==> src/rtl/wb_port_arbiter.sv <==
// ============================================================================
// wb_port_arbiter : register-file write-port arbiter (src 0 fixed priority,
//                   src 1..N-1 round-robin, bounded starvation of src>0)
// Revision        : 1.0
// ============================================================================
`default_nettype none

module wb_port_arbiter #(
  parameter int NUM_SRC      = 3,
  parameter int STARVE_LIMIT = 4
) (
  input  logic                    clk_i,
  input  logic                    resetn_i,
  input  logic [NUM_SRC-1:0]      src_valid_i,
  input  logic [NUM_SRC*5-1:0]    src_rd_i,
  input  logic [NUM_SRC*64-1:0]   src_data_i,
  output logic [NUM_SRC-1:0]      src_ready_o,
  output logic                    rf_wr_en_o,
  output logic [4:0]              rf_wr_addr_o,
  output logic [63:0]             rf_wr_data_o
);

  localparam int PTR_W = (NUM_SRC > 2) ? $clog2(NUM_SRC) : 1;
  localparam int CNT_W = $clog2(STARVE_LIMIT + 1);

  localparam logic [PTR_W-1:0] PTR_FIRST = PTR_W'(1);
  localparam logic [PTR_W-1:0] PTR_LAST  = PTR_W'(NUM_SRC - 1);
  localparam logic [CNT_W-1:0] CNT_MAX   = CNT_W'(STARVE_LIMIT);

  logic [PTR_W-1:0]   rr_ptr_q, rr_ptr_d;
  logic [CNT_W-1:0]   wait_cnt_q, wait_cnt_d;
  logic               wr_en_q, wr_en_d;
  logic [4:0]         wr_addr_q, wr_addr_d;
  logic [63:0]        wr_data_q, wr_data_d;

  logic               any_hi;
  logic               starved;
  logic               rr_hit;
  logic [PTR_W-1:0]   rr_idx;
  logic [NUM_SRC-1:0] grant;
  logic               hi_granted;
  logic               xfer;
  logic [4:0]         sel_rd;
  logic [63:0]        sel_data;

  assign any_hi  = |src_valid_i[NUM_SRC-1:1];
  assign starved = (wait_cnt_q == CNT_MAX);

  // Round-robin pick among src>0: offset i from rr_ptr, wrapping NUM_SRC-1 -> 1.
  always_comb begin
    rr_hit = 1'b0;
    rr_idx = PTR_FIRST;
    for (int i = 0; i < NUM_SRC - 1; i++) begin
      for (int k = 1; k < NUM_SRC; k++) begin
        if (!rr_hit && src_valid_i[k] &&
            ((int'(rr_ptr_q) + i == k) || (int'(rr_ptr_q) + i == k + NUM_SRC - 1))) begin
          rr_hit = 1'b1;
          rr_idx = PTR_W'(k);
        end
      end
    end
  end

  always_comb begin
    grant = '0;
    if (resetn_i) begin
      if (rr_hit && (starved || !src_valid_i[0])) begin
        grant[rr_idx] = 1'b1;
      end else if (src_valid_i[0]) begin
        grant[0] = 1'b1;
      end
    end
  end

  assign src_ready_o = grant;
  assign hi_granted  = |grant[NUM_SRC-1:1];
  assign xfer        = |grant;

  always_comb begin
    sel_rd   = '0;
    sel_data = '0;
    for (int k = 0; k < NUM_SRC; k++) begin
      if (grant[k]) begin
        sel_rd   = src_rd_i[5*k +: 5];
        sel_data = src_data_i[64*k +: 64];
      end
    end
  end

  always_comb begin
    rr_ptr_d   = rr_ptr_q;
    wait_cnt_d = wait_cnt_q;
    if (hi_granted) begin
      rr_ptr_d   = (rr_idx == PTR_LAST) ? PTR_FIRST : rr_idx + PTR_W'(1);
      wait_cnt_d = '0;
    end else if (grant[0] && any_hi) begin
      wait_cnt_d = starved ? wait_cnt_q : wait_cnt_q + CNT_W'(1);
    end else if (!any_hi) begin
      wait_cnt_d = '0;
    end
  end

  // x0 writes still complete the handshake but never assert the write enable.
  always_comb begin
    wr_en_d   = 1'b0;
    wr_addr_d = wr_addr_q;
    wr_data_d = wr_data_q;
    if (xfer) begin
      wr_en_d   = (sel_rd != 5'd0);
      wr_addr_d = sel_rd;
      wr_data_d = sel_data;
    end
  end

  always_ff @(posedge clk_i) begin
    if (!resetn_i) begin
      rr_ptr_q   <= PTR_FIRST;
      wait_cnt_q <= '0;
      wr_en_q    <= 1'b0;
      wr_addr_q  <= '0;
      wr_data_q  <= '0;
    end else begin
      rr_ptr_q   <= rr_ptr_d;
      wait_cnt_q <= wait_cnt_d;
      wr_en_q    <= wr_en_d;
      wr_addr_q  <= wr_addr_d;
      wr_data_q  <= wr_data_d;
    end
  end

  assign rf_wr_en_o   = wr_en_q;
  assign rf_wr_addr_o = wr_addr_q;
  assign rf_wr_data_o = wr_data_q;

endmodule

`default_nettype wire
==> config.mk <==
export PLATFORM = sky130hd
export DESIGN_NAME = wb_port_arbiter
export DESIGN_NICKNAME = d
export VERILOG_FILES = /design/src/rtl/wb_port_arbiter.sv
export SDC_FILE = /design/constraint.sdc
export NUM_CORES = 1
export LEC_CHECK = 0
export CELL_PAD_IN_SITES_DETAIL_PLACEMENT = 0
export CELL_PAD_IN_SITES_GLOBAL_PLACEMENT = 1
export CORE_UTILIZATION = 25
export DETAILED_ROUTE_END_ITERATION = 10
export PLACE_DENSITY_LB_ADDON = 0.1
export RECOVER_POWER = 100
export SYNTH_ARGS = -nofsm -noshare
export SYNTH_HDL_FRONTEND = slang
export SYNTH_SLANG_ARGS = --single-unit
export TNS_END_PERCENT = 5
==> constraint.sdc <==
create_clock -name clk_i -period 3.4 [get_ports clk_i]
set_input_delay 0.85 -clock clk_i [delete_from_list [all_inputs] [get_ports clk_i]]
set_output_delay 0.85 -clock clk_i [all_outputs]
set_load 0.005 [all_outputs]
After elaboration in Yosys (flattened, before gate mapping)
Cells that the tools add are included.
{"block": "totals", "out_inout_bits": 73, "in_bits": 212, "reg_bits": 75}
{"block": "classes", "n_bitwise": 1, "n_mux": 23, "n_eq_ne": 11, "n_addsub": 3, "reduce_logical": 25, "magnitude_cmp": 2}
{"cell": "64-bit two-way mux", "count": 3}
{"cell": "32-bit by 3-bit equality test with 1-bit output, second input constant", "count": 2}
{"cell": "32-bit by 2-bit equality test with 1-bit output, second input constant", "count": 1}
{"cell": "5-bit two-way mux", "count": 3}
{"cell": "3-bit two-way mux", "count": 4}
{"cell": "1-bit logical AND", "count": 10}
{"cell": "2-bit two-way mux", "count": 5}
{"cell": "1-bit two-way mux", "count": 7}
{"cell": "2-bit equality test, second input constant", "count": 3}
{"cell": "3-bit equality test, second input constant", "count": 2}
{"cell": "3-bit OR reduction", "count": 2}
{"cell": "5-bit nonzero test", "count": 1}
{"cell": "1-bit zero test", "count": 4}
{"cell": "1-bit logical OR", "count": 4}
{"cell": "2-bit AND reduction", "count": 2}
{"cell": "2-bit OR reduction", "count": 2}
{"cell": "2-bit by 1-bit adder with 3-bit output, second input constant", "count": 1}
{"cell": "3-bit by 1-bit adder with 3-bit output, second input constant", "count": 1}
{"cell": "2-bit by 3-bit < comparator with 1-bit output, second input constant", "count": 1}
{"cell": "2-bit by 1-bit adder with 2-bit output, second input constant", "count": 1}
{"cell": "1-bit demux with 2-bit select", "count": 1}
{"cell": "2-bit by 1-bit equality test with 1-bit output, second input constant", "count": 1}
{"cell": "2-bit by 1-bit greater-or-equal comparator with 1-bit output, second input constant", "count": 1}
{"cell": "2-bit by 1-bit != test with 1-bit output, second input constant", "count": 1}
{"cell": "2 further kinds", "count": 2}

Longest topological paths before layout
Gate-level depths: netlist of run 1.
{"block": "depth", "ltp_word": 26, "ltp_mapped": 11, "mapped_depth_nobuf": 9}

Worst setup path after synthesis of run 1
Ideal clock, no wire load.
{"block": "synth_path", "path_kind": "input-to-output", "from": "in resetn_i", "to": "out src_ready_o[1]", "path_slack_ns": 0.617, "t_required_ns": 2.550, "t_arrival_ns": 1.933, "cell_stages": 5, "path_buffers": 3, "path_cell_list": "buf_2 -> inv_2 -> nor4_2 -> buf_2 -> buf_2"}
{"block": "synth_between", "elab_chain_len": 1}
{"element": "start, declared", "line": "13", "source": "input logic resetn_i,"}
{"element": "3-bit two-way mux", "line": "66", "source": "if (resetn_i) begin"}
{"element": "end, declared", "line": "17", "source": "output logic [NUM_SRC-1:0] src_ready_o,"}
Every way passes these cells.

Final worst setup path of run 1
{"block": "layout_path", "from": "in src_valid_i[2]", "to": "out src_ready_o[0]"}
{"block": "layout_between", "elab_chain_len": 17, "word_cells_on_any_way": 22, "classes_between": "order compare: 2; mux: 10; reduce/logical: 10"}
{"element": "start, declared", "line": "14", "source": "input logic [NUM_SRC-1:0] src_valid_i,"}
{"element": "1-bit logical AND (2 in a row)", "line": "55", "source": "if (!rr_hit && src_valid_i[k] &&"}
{"element": "1-bit two-way mux", "line": "55"}
{"element": "1-bit zero test", "line": "55"}
{"element": "1-bit logical AND (2 in a row)", "line": "55"}
{"element": "1-bit two-way mux", "line": "55"}
{"element": "1-bit zero test", "line": "55"}
{"element": "1-bit logical AND (2 in a row)", "line": "55"}
{"element": "2-bit two-way mux", "line": "55"}
{"element": "2-bit by 3-bit < comparator with 1-bit output (not written as such) or 2-bit by 1-bit greater-or-equal comparator with 1-bit output (tied branches)", "line": "68", "source": "grant[rr_idx] = 1'b1;"}
{"element": "1-bit logical AND (not written as such)", "line": "68"}
{"element": "1-bit two-way mux (not written as such)", "line": "68"}
{"element": "1-bit demux with 2-bit select", "line": "68"}
{"element": "1-bit two-way mux *", "line": "67", "source": "if (rr_hit && (starved || !src_valid_i[0])) begin"}
{"element": "3-bit two-way mux *", "line": "66"}
Every way passes the cells marked *; elsewhere a longest branch is shown, timed or not.

==> impl_metrics.json, run 1 <==
{
  "drc": 0,
  "die_area_sq_um": 15850,
  "synth_top_family_by_area": "compound AO/OA/AOI/OAI gates",
  "dp_hpwl_mm": 12.14,
  "rsz0062_at_grt": "no",
  "htree_num_levels": 3,
  "power.density_nw_per_um2": 370.2,
  "ys_seq_area_frac": 0.3911,
  "grt_usage": 0.2109,
  "crit_type": "input pin to primary output",
  "synth_compound_area_frac": 0.4400,
  "synth_fp_nets": 704,
  "fmax_mhz": 304.3,
  "reg2reg_from": "wait_cnt_q[0]$_SDFFE_PP0P_",
  "rr_worst_depth": 9,
  "synth_cell_types": 41,
  "synth_top_area_frac": 0.3911,
  "rrSetupSlack_ns": 0.64,
  "setup_violations": 0,
  "synthXorXnorAreaFrac": 0.002282,
  "hold_viol": 0,
  "finalNetCount": 973,
  "drive_gt1_frac": 0.06291,
  "cts.sinks": 75,
  "muxShareOfSynthArea": 0.005215,
  "critPathCapture": "src_ready_o[0]",
  "fin_tns_setup_ns": 0,
  "start_util": 0.2602,
  "numCtsBuffers": 9,
  "place_worst_setup_slack_ns": 0.03072,
  "dr.first_iter.drc_count": 257,
  "synth_edf_count": 0,
  "hold_depth": 1,
  "end_kind": "primary output",
  "antenna_left": 0,
  "arrival_ns": 2.44,
  "overflow": 0,
  "vias": 4818,
  "ios": 285,
  "fin_crit_sh": 0.9666,
  "diodes": 0,
  "mostFrequentLayoutCells": "clkdlybuf4s50_1, a21oi_1, dfxtp_1",
  "hold_class": "register to register",
  "tightestPinTransition_ns": 1.123,
  "synthAdderAreaFrac": 0.006519,
  "yosys_warnings": 0,
  "syn_avg_cell_area_sq_um": 7.834,
  "ir_drop_v": 0.0001999,
  "gp_congestion": 0.8046,
  "core_area_sq_um": 14750,
  "grt_pass1_wl_mm": 26.14,
  "drt_pass1_iterations": 7,
  "maxSlewHeadroom": 0.2513,
  "antenna_found_initial": 0,
  "power_mw": 2.670,
  "cts_root_buf": "clkbuf_16",
  "vias_per_cell": 5.088,
  "die_h_microns": 125.9,
  "area_growth_pct": 87.91,
  "synth_cells": 490,
  "die-width_microns": 125.9,
  "wl_per_cell_microns": 18.02,
  "first_global_vias": 4774,
  "cts_tree": "yes",
  "clkLatencyLatePin_ns": 0.33,
  "r2r-end": "rf_wr_data_o[63]$_SDFFE_PN0P_",
  "grt_max_degree": 68,
  "clk_pin_slew_ns": 0.06,
  "fin_worst_skew_ns": 0.004516,
  "layout_commonest_cell": "clkdlybuf4s50_1",
  "std_cell_rows": 44,
  "status": "finished clean",
  "startpoint": "src_valid_i[2]",
  "io_buffers": 284,
  "syn_area_sq_um": 3839,
  "synth-simple-area-share": 0.09485,
  "crit_required_ns": 2.55,
  "fin_crit_ns": 3.286,
  "wl_mm": 17.06,
  "clockBufferDepth": 2,
  "synth_top_area_cell": "dfxtp_1",
  "synth-seq-cells": 75,
  "synth-main-ff-cell": "dfxtp_1",
  "synth_area_leaders": "dfxtp_1, a21oi_1, o21ai_0, o211a_1, nand2_1",
  "start_kind": "input pin",
  "finalWorstSetupSlack_ns": 0.1135,
  "drv_slew": 0,
  "p_leak_nw": 3.063,
  "drv_cap": 0,
  "crit_fanout": 5,
  "async_flop_share": 0
}
==> worst min-delay path by stage <==
stage	start	endpoint	slack [ns]
global placement	rf_wr_data_o[53]$_SDFFE_PN0P_	rf_wr_data_o[53]$_SDFFE_PN0P_	0.45
floorplan	rf_wr_addr_o[2]$_SDFFE_PN0P_	rf_wr_addr_o[2]$_SDFFE_PN0P_	0.45
finish	rf_wr_data_o[41]$_SDFFE_PN0P_	rf_wr_data_o[41]$_SDFFE_PN0P_	0.46
CTS	rf_wr_data_o[41]$_SDFFE_PN0P_	rf_wr_data_o[41]$_SDFFE_PN0P_	0.46
detailed placement	rf_wr_data_o[41]$_SDFFE_PN0P_	rf_wr_data_o[41]$_SDFFE_PN0P_	0.45
global route	rf_wr_data_o[53]$_SDFFE_PN0P_	rf_wr_data_o[53]$_SDFFE_PN0P_	0.49
==> cell families after synthesis <==
group | count (synthesis)
flops | 75
mux | 2
fa+ha+maj | 2
simple gates | 85
xor+xnor | 1
buf+inv | 54
compound gates | 271
==> timing repair <==
| action | in CTS | in global routing |
|---|---|---|
| hold buffers | 0 | 0 |
| setup buffers | 0 | 0 |
| endpoints found under the setup margin | 0 | 1 |
| resized for setup | 0 | 2 |
| endpoints found under the hold margin | 0 | 0 |
==> critical path, cell delays in order <==
cell             delay (ns)
clkdlybuf4s50_1        0.47
o21a_2                 0.19
o21ai_4                0.16
nand3_2                0.12
inv_2                  0.11
clkdlybuf4s50_1        0.53
==> state kept, by name, summed over array words and instances, names as in the netlist <==
register      count
wait_cnt_q        3
rf_wr_data_o     64
rf_wr_addr_o      5
rf_wr_en_o        1
rr_ptr_q          2
==> power by group <==
group | switching (mW) | internal [mW]
combinational | 0.284 | 0.427
sequential | 0.0346 | 0.956
clock | 0.366 | 0.604
==> area by class of cell <==
type                    instances  area [sq um]
clock inverters                 2         35.03
multi-input cells             361          2136
well taps                     184         230.2
inverters                       6         22.52
repair buffers                306          3028
clock buffers                  13         260.3
fillers                      1418          7541
flip-flops and latches         75          1501
==> metal layers <==
metal | GRT usage | up-vias | wire length [microns]
li1 | - | 2364 | -
met1 | 0.2543 | 2247 | 7250
met2 | 0.3656 | 191 | 8247
met3 | 0.05777 | 16 | 1361
met4 | 0.05953 | 0 | 202
met5 | 0 | - | 0
==> cells in the mapped netlist (all sizes together) (2+ instances only) <==
cell	count
a222oi	3
buf	18
nor4	2
inv	6
a221o	17
a21oi	121
nor3	2
mux2i	2
o21ai	70
nand2	50
nand4	2
o21a	3
clkbuf	30
dfxtp	75
a221oi	10
and2	2
o211a	20
nor2	24
ha	2
a22oi	17
o2bb2ai	3
==> metrics by stage <==
stage	cell area [sq um]	util	instances	hold slack [ns]
5_1_grt	7213	0.4889	947	0.4881
6_report	7213	0.4889	947	0.4552
3_5_place_dp	6923	0.4692	932	0.4506
3_3_place_gp	6923	0.4692	932	0.4480
2_1_floorplan	3839	-	490	0.4527
4_1_cts	7218	0.4892	947	0.4642
No activity file was read; power rests on OpenSTA's default activity.
==> inputs of run 2 (changes only) <==
==> constraint.sdc (replaced) <==
create_clock -name clk_i -period 3.4 [get_ports clk_i]
set_input_delay 0.68 -clock clk_i [delete_from_list [all_inputs] [get_ports clk_i]]
set_output_delay 0.68 -clock clk_i [all_outputs]
set_load 0.005 [all_outputs]
==> run 2 against run 1 <==
Worst hold slack improved by 0.00060 ns. Die area did not move. Combinational power fell by 1%. Total power rose by 5.8%. Via count rose by 1.0%. First-iteration DRC count fell by 16%. Clock skew rose by 0.0032 ns. Clock power rose by 16%. Largest cell class unchanged. Largest power group is now the clock network.
==> impl_metrics.json, run 2 (synthesis gave the netlist of run 1 again) <==
{
  "min_from": "rf_wr_addr_o[2]$_SDFFE_PN0P_",
  "hold_viol": 0,
  "ios": 285,
  "htree_num_levels": 3,
  "fmax_mhz": 309.4,
  "clkLatencyLatePin_ns": 0.35,
  "start_kind": "input pin",
  "overflow": 0,
  "diodes": 0,
  "critical_path.top_delay_family": "buffers and inverters",
  "drv_slew": 0,
  "tightestPinTransition_ns": 0.6850,
  "grt_usage": 0.2245,
  "power_mw": 2.826,
  "fin_area_sq_um": 7191,
  "finalNetCount": 967,
  "reg2reg_from": "wait_cnt_q[0]$_SDFFE_PP0P_",
  "rrSetupSlack_ns": 0.85,
  "area_growth_pct": 87.32,
  "max_stage_delay_ns": 0.71,
  "mostFrequentLayoutCells": "clkdlybuf4s50_1, a21oi_1, dfxtp_1",
  "first_global_vias": 5052,
  "wl_per_cell_microns": 18.99,
  "arrival_ns": 2.55,
  "die_area_sq_um": 15850,
  "crit_fanout": 7,
  "ir_drop_v": 0.0003824,
  "core_area_sq_um": 14750,
  "maxSlewHeadroom": 0.5433,
  "cts_tree": "yes",
  "hold_depth": 2,
  "numCtsBuffers": 9,
  "p_leak_nw": 3.042,
  "drt_pass1_iterations": 5,
  "clockBufferDepth": 2,
  "drive_gt1_frac": 0.05805,
  "start_util": 0.2602,
  "vias_per_cell": 5.168,
  "drc": 0,
  "layout_commonest_cell": "clkdlybuf4s50_1",
  "antenna_left": 0,
  "r2r-end": "rf_wr_en_o$_SDFF_PN0_",
  "rsz0062_at_grt": "no",
  "hold_ws_ns": 0.4558,
  "dr.first_iter.drc_count": 217,
  "place_area_sq_um": 6853,
  "power.density_nw_per_um2": 393.1,
  "post_cts_resized": 0,
  "fin_worst_skew_ns": 0.007701,
  "crit_type": "input pin to primary output",
  "hold_class": "register to register",
  "std_cell_rows": 44,
  "end_kind": "primary output",
  "fin_crit_ns": 3.232,
  "hold_end": "rf_wr_addr_o[2]$_SDFFE_PN0P_",
  "post-route-util": 0.4874,
  "drv_cap": 0,
  "fin_tns_setup_ns": 0,
  "setup_violations": 0,
  "io_buffers": 284,
  "vias": 4868,
  "grt_pass1_wl_mm": 27.50,
  "fin_crit_sh": 0.9505,
  "rr_worst_depth": 10,
  "slowest_stage": "dlygate4sd3_1",
  "grt_max_degree": 68,
  "die-width_microns": 125.9,
  "largest_reg_flops": 64,
  "crit_chain": "dlygate4sd3_1 > a21bo_4 > o21ai_2 > nand3_2 > inv_2 > clkdlybuf4s50_1",
  "dp_hpwl_mm": 12.70,
  "antenna_found_initial": 0,
  "clk_pin_slew_ns": 0.06,
  "cp.buffers_inverters": 3,
  "cts_root_buf": "clkbuf_16",
  "cts.sinks": 75,
  "gp_congestion": 0.8197,
  "cts-hold-fix-buffers": 0,
  "status": "finished clean",
  "crit_required_ns": 2.72,
  "die_h_microns": 125.9,
  "wl_mm": 17.89,
  "post_cts.repair.setup_buffers": 0
}
run 2: per-layer routing:
metal	part of all wire	wire length, microns	global-route usage	vias up
met2	0.49	8762	0.3952	223
met1	0.40	7109	0.2507	2265
met5	0	0	0	-
met4	0.025	443	0.08292	0
met3	0.088	1574	0.07477	30
li1	-	-	-	2350
run 2: power breakdown:
part | switching, mW | internal, mW | leakage [nW]
clock network | 0.398 | 0.735 | 0.169
logic | 0.283 | 0.419 | 2.25
registers | 0.0363 | 0.956 | 0.621
total | 0.717 | 2.11 | 3.04
run 2: worst max path at each step:
stage | cells past startpoint | to | slack, ns | start
6_report | 6 | src_ready_o[0] | 0.17 | src_valid_i[0]
5_1_grt | 6 | src_ready_o[0] | 0.11 | src_valid_i[0]
4_1_cts | 6 | src_ready_o[0] | 0.26 | src_valid_i[0]
3_5_place_dp | 8 | rf_wr_data_o[6]$_SDFFE_PN0P_ | 0.19 | src_valid_i[0]
3_3_place_gp | 6 | src_ready_o[0] | 0.30 | src_valid_i[0]
2_1_floorplan | 5 | src_ready_o[1] | 0.96 | resetn_i
run 2: area by class of cell:
cell class	count	area [sq um]
inverters	6	22.52
flip-flops and latches	75	1501
multi-input cells	361	2128
fillers	1437	7564
well taps	184	230.2
clock buffers	11	242.7
repair buffers	300	2965
clock inverters	5	100.1
run 2: metrics by stage:
| step | std cells | setup slack (ns) |
|---|---|---|
| floorplan | 490 | 0.9573 |
| global placement | 926 | 0.3030 |
| detailed placement | 926 | 0.1853 |
| CTS | 942 | 0.2581 |
| global route | 942 | 0.1097 |
| finish | 942 | 0.1684 |
run 2: worst register-to-register path, stage by stage, from the launching register on:
cell and delay, ns:
dfxtp_1 0.34, inv_1 0.07, ha_1 0.18, a21bo_4 0.18, o21ai_2 0.08, nand3_2 0.11
inv_2 0.06, clkbuf_2 0.36, a222oi_1 0.56, nand2_1 0.09, or4_1 0.40
==> inputs of run 3 (changes only) <==
--- a/config.mk
+++ b/config.mk
@@ -5,10 +5,12 @@
 export SDC_FILE = /design/constraint.sdc
 export NUM_CORES = 1
 export LEC_CHECK = 0
+export ABC_CLOCK_PERIOD_IN_PS = 3400
 export CELL_PAD_IN_SITES_DETAIL_PLACEMENT = 0
 export CELL_PAD_IN_SITES_GLOBAL_PLACEMENT = 1
 export CORE_UTILIZATION = 25
 export DETAILED_ROUTE_END_ITERATION = 10
+export GPL_TIMING_DRIVEN = 0
 export PLACE_DENSITY_LB_ADDON = 0.1
 export RECOVER_POWER = 100
 export SYNTH_ARGS = -nofsm -noshare
==> run 3 against run 2 <==
Sequential cell count stayed put. Sequential power hardly changed. Register-to-register slack better by 0.05 ns. First-iteration DRC count rose by 3.2%. Combinational power is 0.9% higher. Global-route usage is 0.45 points higher. Setup slack got worse by 0.016 ns. Largest cell class unchanged.
==> impl_metrics.json, run 3 (synthesis gave the netlist of run 1 again) <==
{
  "place_worst_setup_slack_ns": -0.7309,
  "p_leak_nw": 3.001,
  "vias_per_cell": 5.145,
  "end_kind": "primary output",
  "final_cells": 964,
  "hold_viol": 0,
  "drv_slew": 0,
  "antenna_found_initial": 0,
  "cts.sinks": 75,
  "dp_hpwl_mm": 14.33,
  "overflow": 0,
  "largest_reg_flops": 64,
  "grt_usage": 0.2291,
  "ios": 285,
  "finalNetCount": 993,
  "fin_area_sq_um": 7149,
  "numCtsBuffers": 9,
  "die_area_sq_um": 15850,
  "setup_violations": 0,
  "drt_pass1_iterations": 4,
  "cts_tree": "yes",
  "crit_fanout": 25,
  "core_area_sq_um": 14750,
  "hold_end": "rf_wr_addr_o[2]$_SDFFE_PN0P_",
  "start_kind": "input pin",
  "antenna_left": 0,
  "std_cell_rows": 44,
  "mostFrequentLayoutCells": "clkdlybuf4s50_1, a21oi_1, dfxtp_1",
  "cts-hold-fix-buffers": 0,
  "dr.first_iter.drc_count": 224,
  "crit_required_ns": 2.72,
  "p_int_mw": 1.852,
  "rr_worst_depth": 9,
  "die_h_microns": 125.9,
  "dp.cells": 956,
  "gp_congestion": 0.7932,
  "drv_cap": 0,
  "cts_root_buf": "clkbuf_16",
  "ir_drop_v": 0.0001908,
  "drive_gt1_frac": 0.03974,
  "hold_depth": 2,
  "rrSetupSlack_ns": 0.90,
  "switchingPower_mw": 0.6806,
  "arrival_ns": 2.57,
  "maxSlewHeadroom": 0.3515,
  "power_mw": 2.532,
  "power.density_nw_per_um2": 354.2,
  "io_buffers": 282,
  "wl_mm": 18.25,
  "hold_ws_ns": 0.4613,
  "clk_pin_slew_ns": 0.06,
  "wl_per_cell_microns": 18.93,
  "status": "finished clean",
  "seq_power_share": 0.392,
  "area_growth_pct": 86.25,
  "clock_power_share": 0.329,
  "fmax_mhz": 307.9,
  "first_global_vias": 5098,
  "grt_pass1_wl_mm": 27.91,
  "clockBufferDepth": 2,
  "grt_max_degree": 29,
  "start_util": 0.2602,
  "rsz0062_at_grt": "no",
  "vias": 4960,
  "r2r-end": "rf_wr_data_o[59]$_SDFFE_PN0P_",
  "combPwrFrac": 0.279,
  "fin_worst_skew_ns": 0.003134,
  "drc": 0,
  "crit_type": "input pin to primary output",
  "finalWorstSetupSlack_ns": 0.1521,
  "reg2reg_from": "wait_cnt_q[0]$_SDFFE_PP0P_",
  "fin_crit_sh": 0.9553,
  "post-route-util": 0.4846,
  "fin_tns_setup_ns": 0,
  "fin_crit_ns": 3.248,
  "tightestPinTransition_ns": 0.9685,
  "swShare": 0.2688,
  "diodes": 0,
  "die-width_microns": 125.9,
  "hold_class": "register to register",
  "clkLatencyLatePin_ns": 0.34,
  "place_area_sq_um": 6892,
  "layout_commonest_cell": "clkdlybuf4s50_1",
  "htree_num_levels": 3,
  "min_from": "rf_wr_addr_o[2]$_SDFFE_PN0P_"
}
run 3: changes by cell type in the layout (fill, tap and decap cells not counted), sizes merged:
cell           previous run  this run
dlygate4sd3              71        70
buf                      15        13
clkdlybuf4s50           212       211
bufinv                    3         0
clkinv                    2         1
dlygate4sd2               0         1
clkbuf                   13        42
run 3: how the worst max path moves through the flow:
stage | from | to | slack (ns) | cells past startpoint
floorplan | resetn_i | src_ready_o[1] | 0.96 | 5
global route | src_valid_i[2] | src_ready_o[0] | 0.02 | 6
CTS | src_valid_i[2] | src_ready_o[2] | 0.05 | 6
detailed placement | src_valid_i[0] | src_ready_o[1] | -0.73 | 6
global placement | src_valid_i[0] | src_ready_o[1] | -0.67 | 6
finish | src_valid_i[2] | src_ready_o[0] | 0.15 | 6
run 3: what timing repair did:
item | CTS | global route
setup endpoints to repair | 3 | 1
resized for setup | 9 | 3
pin swaps | 1 | 0
setup buffers | 1 | 0
run 3: area by class of cell:
type / count / area (sq um)
repair buffers: 283 / 2829
plain buffers: 43 / 200.2
inverters: 6 / 27.53
clock buffers: 11 / 232.7
fillers: 1451 / 7605
clock inverters: 1 / 5.005
flip-flops and latches: 75 / 1501
well taps: 184 / 230.2
multi-input cells: 361 / 2123
run 3: worst max-delay path: stages:
cell	delay, ns
clkdlybuf4s50_1	0.48
o21a_2	0.19
o21ai_2	0.22
nand3_4	0.19
inv_6	0.25
clkdlybuf4s50_1	0.56
run 3: power groups by stage:
stage / Combinational [mW] / Sequential [mW] / Clock, mW
2_1_floorplan: 0.243 / 1.02 / 0
3_3_place_gp: 0.729 / 1.01 / 0
3_5_place_dp: 0.735 / 1.01 / 0
4_1_cts: 0.742 / 0.996 / 0.852
5_1_grt: 0.772 / 1.00 / 0.885
6_report: 0.707 / 0.993 / 0.833
run 3: metal layers:
layer  global-route usage  up-vias  part of all wire
met5                    0        -                 0
met4              0.06945        0             0.016
met3              0.06202       17             0.075
met2               0.4056      194              0.49
met1               0.2682     2336              0.42
li1                     -     2413                 -
